<file path="config.mk">
export PLATFORM = sky130hd
export DESIGN_NAME = pipelined_loading_machine
export DESIGN_NICKNAME = d
export VERILOG_FILES = /design/src/rtl/pipelined_loading_machine.sv
export SDC_FILE = /design/constraint.sdc
export NUM_CORES = 1
export LEC_CHECK = 0
export BUFFER_PORTS_ARGS = -buffer_cell sky130_fd_sc_hd__buf_2
export CELL_PAD_IN_SITES_DETAIL_PLACEMENT = 1
export CELL_PAD_IN_SITES_GLOBAL_PLACEMENT = 1
export CORE_MARGIN = 2
export CORE_UTILIZATION = 30
export DETAILED_ROUTE_END_ITERATION = 12
export GPL_ROUTABILITY_DRIVEN = 0
export MAX_ROUTING_LAYER = met4
export PLACE_DENSITY = 0.69
export REMOVE_ABC_BUFFERS = 1
export SKIP_CTS_REPAIR_TIMING = 1
export SYNTH_ARGS = -nofsm -noshare
export SYNTH_HDL_FRONTEND = slang
export SYNTH_SLANG_ARGS = --single-unit
</file>
<file path="constraint.sdc">
create_clock -name clk -period 2.75 [get_ports clk]
set_input_delay 0.1375 -clock clk [delete_from_list [all_inputs] [get_ports clk]]
set_output_delay 0.1375 -clock clk [all_outputs]
set_load 0.01 [all_outputs]
</file>
<file path="src/rtl/pipelined_loading_machine.sv">
// ============================================================================
// Module  : pipelined_loading_machine
// Brief   : Streams DEPTH words from a valid/ready source into consecutive
//           memory word indices starting at BASE_INDEX through one registered
//           write stage. Optional running checksum: LOADER_CHECKSUM_EN.
// Revision: 1.0 - initial release
// ============================================================================
`default_nettype none

module pipelined_loading_machine #(
    parameter int unsigned DEPTH      = 16,
    parameter logic [29:0] BASE_INDEX = 30'd0
) (
    input  logic        clk,
    input  logic        reset,
    input  logic        start,
    input  logic        in_valid,
    output logic        in_ready,
    input  logic [31:0] in_data,
    output logic        mem_wen,
    output logic [29:0] mem_index,
    output logic [31:0] mem_wdata,
    output logic [15:0] count,
    output logic        done,
    output logic [31:0] checksum
);

    localparam logic [15:0] c_depth    = DEPTH[15:0];
    localparam logic [15:0] c_depth_m1 = c_depth - 16'd1;

    typedef enum logic [1:0] {
        ST_IDLE = 2'd0,
        ST_LOAD = 2'd1,
        ST_DONE = 2'd2
    } state_t;

    state_t      r_state;
    logic [15:0] r_accepted;
    logic [29:0] r_acc_index;
    logic        r_wen;
    logic [29:0] r_index;
    logic [31:0] r_wdata;
    logic [15:0] r_count;
    logic        r_done;

    logic w_accept;
    logic w_restart;
    logic w_ready;

    // Ready is derived from registered state only, so it never depends on in_valid.
    assign w_ready   = (r_state == ST_LOAD) && (r_accepted < c_depth);
    assign w_accept  = in_valid && w_ready;
    assign w_restart = start && ((r_state == ST_IDLE) || (r_state == ST_DONE));

    always_ff @(posedge clk or negedge reset) begin
        if (!reset) begin
            r_state     <= ST_IDLE;
            r_accepted  <= 16'd0;
            r_acc_index <= BASE_INDEX;
            r_wen       <= 1'b0;
            r_index     <= BASE_INDEX;
            r_wdata     <= 32'd0;
            r_count     <= 16'd0;
            r_done      <= 1'b0;
        end else begin
            r_wen <= 1'b0;
            case (r_state)
                ST_IDLE, ST_DONE: begin
                    if (w_restart) begin
                        r_state     <= ST_LOAD;
                        r_accepted  <= 16'd0;
                        r_acc_index <= BASE_INDEX;
                        r_count     <= 16'd0;
                        r_done      <= 1'b0;
                    end
                end
                ST_LOAD: begin
                    if (w_accept) begin
                        r_wen       <= 1'b1;
                        r_index     <= r_acc_index;
                        r_wdata     <= in_data;
                        r_acc_index <= r_acc_index + 30'd1;
                        r_accepted  <= r_accepted + 16'd1;
                    end
                    if (r_wen) begin
                        r_count <= r_count + 16'd1;
                        if (r_count == c_depth_m1) begin
                            r_state <= ST_DONE;
                            r_done  <= 1'b1;
                        end
                    end
                end
                default: begin
                    r_state <= ST_IDLE;
                end
            endcase
        end
    end

`ifdef LOADER_CHECKSUM_EN
    logic [31:0] r_checksum;

    // Carry out of bit 31 is discarded to match the adding machine's accumulator.
    always_ff @(posedge clk or negedge reset) begin
        if (!reset) begin
            r_checksum <= 32'd0;
        end else if (w_restart) begin
            r_checksum <= 32'd0;
        end else if (r_wen) begin
            r_checksum <= r_checksum + r_wdata;
        end
    end

    assign checksum = r_checksum;
`else
    assign checksum = 32'd0;
`endif

    assign in_ready  = w_ready;
    assign mem_wen   = r_wen;
    assign mem_index = r_index;
    assign mem_wdata = r_wdata;
    assign count     = r_count;
    assign done      = r_done;

endmodule

`default_nettype wire

</file>
==> summary.txt <==
Placement
  • DP HPWL: 9.84 mm
  • DP Cell Count: 955
  • Port bufs: 116

Setup path
  • CP Capture Type: register
  • Crit start category: register
  • Required time of the critical path: 3.11 ns
  • Cell mode on critical path: nand2_1
  • CP peak stage delay: 0.65 ns
  • Critical path class: reg -> reg
  • CP max-delay cell: or4_1
  • R2R setup slack: 0.41 ns
  • Crit-path max FO: 45
  • Cells along the critical path: or4_1 > nor4_2 > buf_4 > and2_2 > buf_12 > nand2_1 > nand2_1
  • Critical Path AT: 2.70 ns

CTS
  • Clk sinks: 128
  • CTS H-tree depth: 4
  • Num CTS Buffers: 17
  • CTS tree: yes
  • Worst-path clk slew: 0.06 ns
  • Clk root buf: clkbuf_16
  • CTS max path bufs: 2
  • Insertion delay to the later sink of the worst-skew pair: 0.42 ns

Logic synthesis
  • Syn Inst Count: 618
  • Commonest cells in the netlist: 207 x nand2_1, 128 x dfrtp_1, 44 x nor2_1, 32 x buf_4, 28 x xor2_1
  • Top-count cell post-synth: nand2_1
  • Synth top area share: 55.6%
  • Area of the mapped netlist: 5770 um2
  • Post-synth top flop: dfrtp_1
  • Async set or reset register ratio after synthesis: 100%
  • Number of synthesized flops with an enable pin: 0
  • Register area share after synthesis: 55.6%
  • Yosys Warn Count: 0
  • Synth Register Bits: 128
  • Cell variety after synth: 41
  • Synth area leaders: dfrtp_1 56%, nand2_1 13%, xor2_1 4.3%
  • Avg Inst Size Synth: 9.33 um2
  • Post-synth top area cell: dfrtp_1

Worst hold path
  • Hold crit path type: in -> reg

Status
  • Status: finished clean

GRT
  • Largest net degree at the start of global routing: 55
  • First-pass GRT wire length: 23.3 mm
  • Global Route Usage Sum: 15.0%
  • GRT Residual Overflow: 0
  • Vias in the first global route: 4,554
  • Antenna violations before repair: 0

Final layout
  • Multi-input gate area: 2310 um2
  • Area growth from synthesis to layout: 29.9%
  • Layout Utilization: 39.9%
  • Filler cells: 2,181
  • Antenna diodes: 0
  • Layout cell share with drive strength beyond 1: 22.0%
  • Sequential cell area: 3200 um2
  • Layout Nets: 812
  • Number of standard cells in the layout, taps in and fillers out: 1,019

Timing
  • Slew @ Worst Pin: 0.723 ns
  • Highest clock rate: 428 MHz
  • Final period util: 85.0%
  • Endpoints failing setup: 0
  • Tmin final: 2.34 ns
  • RSZ-0062 raised after global routing: false
  • Slew Limit Fails: 0
  • Slew margin rel.: 51.8%
  • Final hold viol count: 0
  • Clock Skews: 0.00554 ns

Flow run
  • Maxcap violations: 0

Floorplanning
  • # IOs: 149
  • Cell row count: 50
  • Die area: 20,300 um2
  • Core area: 18,800 um2
  • Height of the chip: 143 um
  • Initial Utilization: 30.7%
  • Die W: 143 um

Routing
  • DRT iter0 DRCs: 171
  • Total number of vias: 4,685
  • Via density: 4.60
  • Antenna viol nets, final: 0
  • DR WL/cell: 14.3 um
  • Final wirelength: 14.6 mm
  • 1st-pass router iterations: 4
  • Drt drc: 0

Pwr
  • Peak supply drop: 0.000614 V
  • PD cells: 908 nW/um2
  • LEAKAGE: 3.98 nW
cells by family (layout without fill, tap and decap cells):
family / after synthesis / count (layout) / share of synthesized area [%]
AOI/OAI and AO/OA: 30 / 30 / 3.08
other: 1 / 32 / 0.0650
xor gates and xnor gates: 36 / 36 / 5.47
DFF: 128 / 128 / 55.6
adders and majority gates: 3 / 3 / 0.651
buffers and inverters: 62 / 198 / 6.53
and+or+nand+nor: 358 / 358 / 28.6
worst paths after layout:
check	start	endpoint	cells past startpoint
max	r_accepted[11]$_DFFE_PN0P_	mem_wdata[9]$_DFFE_PN0P_	7
min	in_valid	mem_wen$_DFF_PN0_	2
max reg2reg	r_accepted[11]$_DFFE_PN0P_	mem_wdata[9]$_DFFE_PN0P_	7
min reg2reg	mem_wdata[27]$_DFFE_PN0P_	mem_wdata[27]$_DFFE_PN0P_	2
max in group asynchronous	reset	mem_index[6]$_DFFE_PN0P_	3
min in group asynchronous	reset	mem_index[25]$_DFFE_PN0P_	2
worst max-delay path: cells and delay by family (launching register included):
| family | cells | cell delay (ns) |
|---|---|---|
| buffers and inverters | 2 | 0.50 |
| and+or+nand+nor | 5 | 1.38 |
| DFF | 1 | 0.38 |
final cells by class:
type                       instances  share of cell area (%)
clock inverter                    10                    2.12
sequential                       128                    42.8
multi-input combinational        459                    30.8
inverter                           2                   0.100
tap                              234                    3.91
timing repair buffer             165                    14.1
clock buffer                      21                    6.15
registers in the layout, indices dropped and copies added (netlist names):
| name | flops |
|---|---|
| mem_index | 30 |
| mem_wen | 1 |
| r_accepted | 16 |
| mem_wdata | 32 |
| r_acc_index | 30 |
| r_state | 2 |
| count | 16 |
| done | 1 |
layer usage:
layer	GRT usage, %	wire [um]	up-vias
li1	-	-	2278
met1	18.9	6890	2265
met2	23.6	6810	126
met3	4.16	689	16
met4	4.53	177	0
met5	-	0	-
power by group:
| group | internal, mW | leakage [nW] | switching, mW |
|---|---|---|---|
| registers | 2.29 | 1.70 | 0.311 |
| clock network | 1.56 | 0.299 | 0.821 |
| logic | 0.683 | 1.98 | 1.15 |
per-stage QoR:
step                      hold WS, ns  setup TNS, ns  setup WS (ns)  cell area, um2  power [mW]
after floorplan                -0.158         -27.77         -0.552            5510        3.58
after global placement          0.241              0          0.498            6540        4.39
after detailed placement        0.245              0          0.454            6540        4.46
after CTS                      -0.211              0          0.422            7160        6.88
after global routing           0.0693              0          0.237            7490        7.28
final                          0.0794              0          0.411            7490        6.80
cells in the final DEF, fill, tap and decap left out, types with 4 or more instances in the layout:
master           n
nand2_1        206
dfrtp_1        128
buf_2          115
nor2_1          43
dlygate4sd3_1   33
conb_1          32
xor2_1          28
nand4_1         22
nand3_1         21
clkbuf_16       17
buf_4           15
and2_1          14
o21ai_0         12
a21oi_1         10
and3_1          10
xnor2_1          8
nor4_1           7
or3_1            6
nor3_1           5
bufinv_16        4
Note: power is estimated with default switching activity, not from simulation.
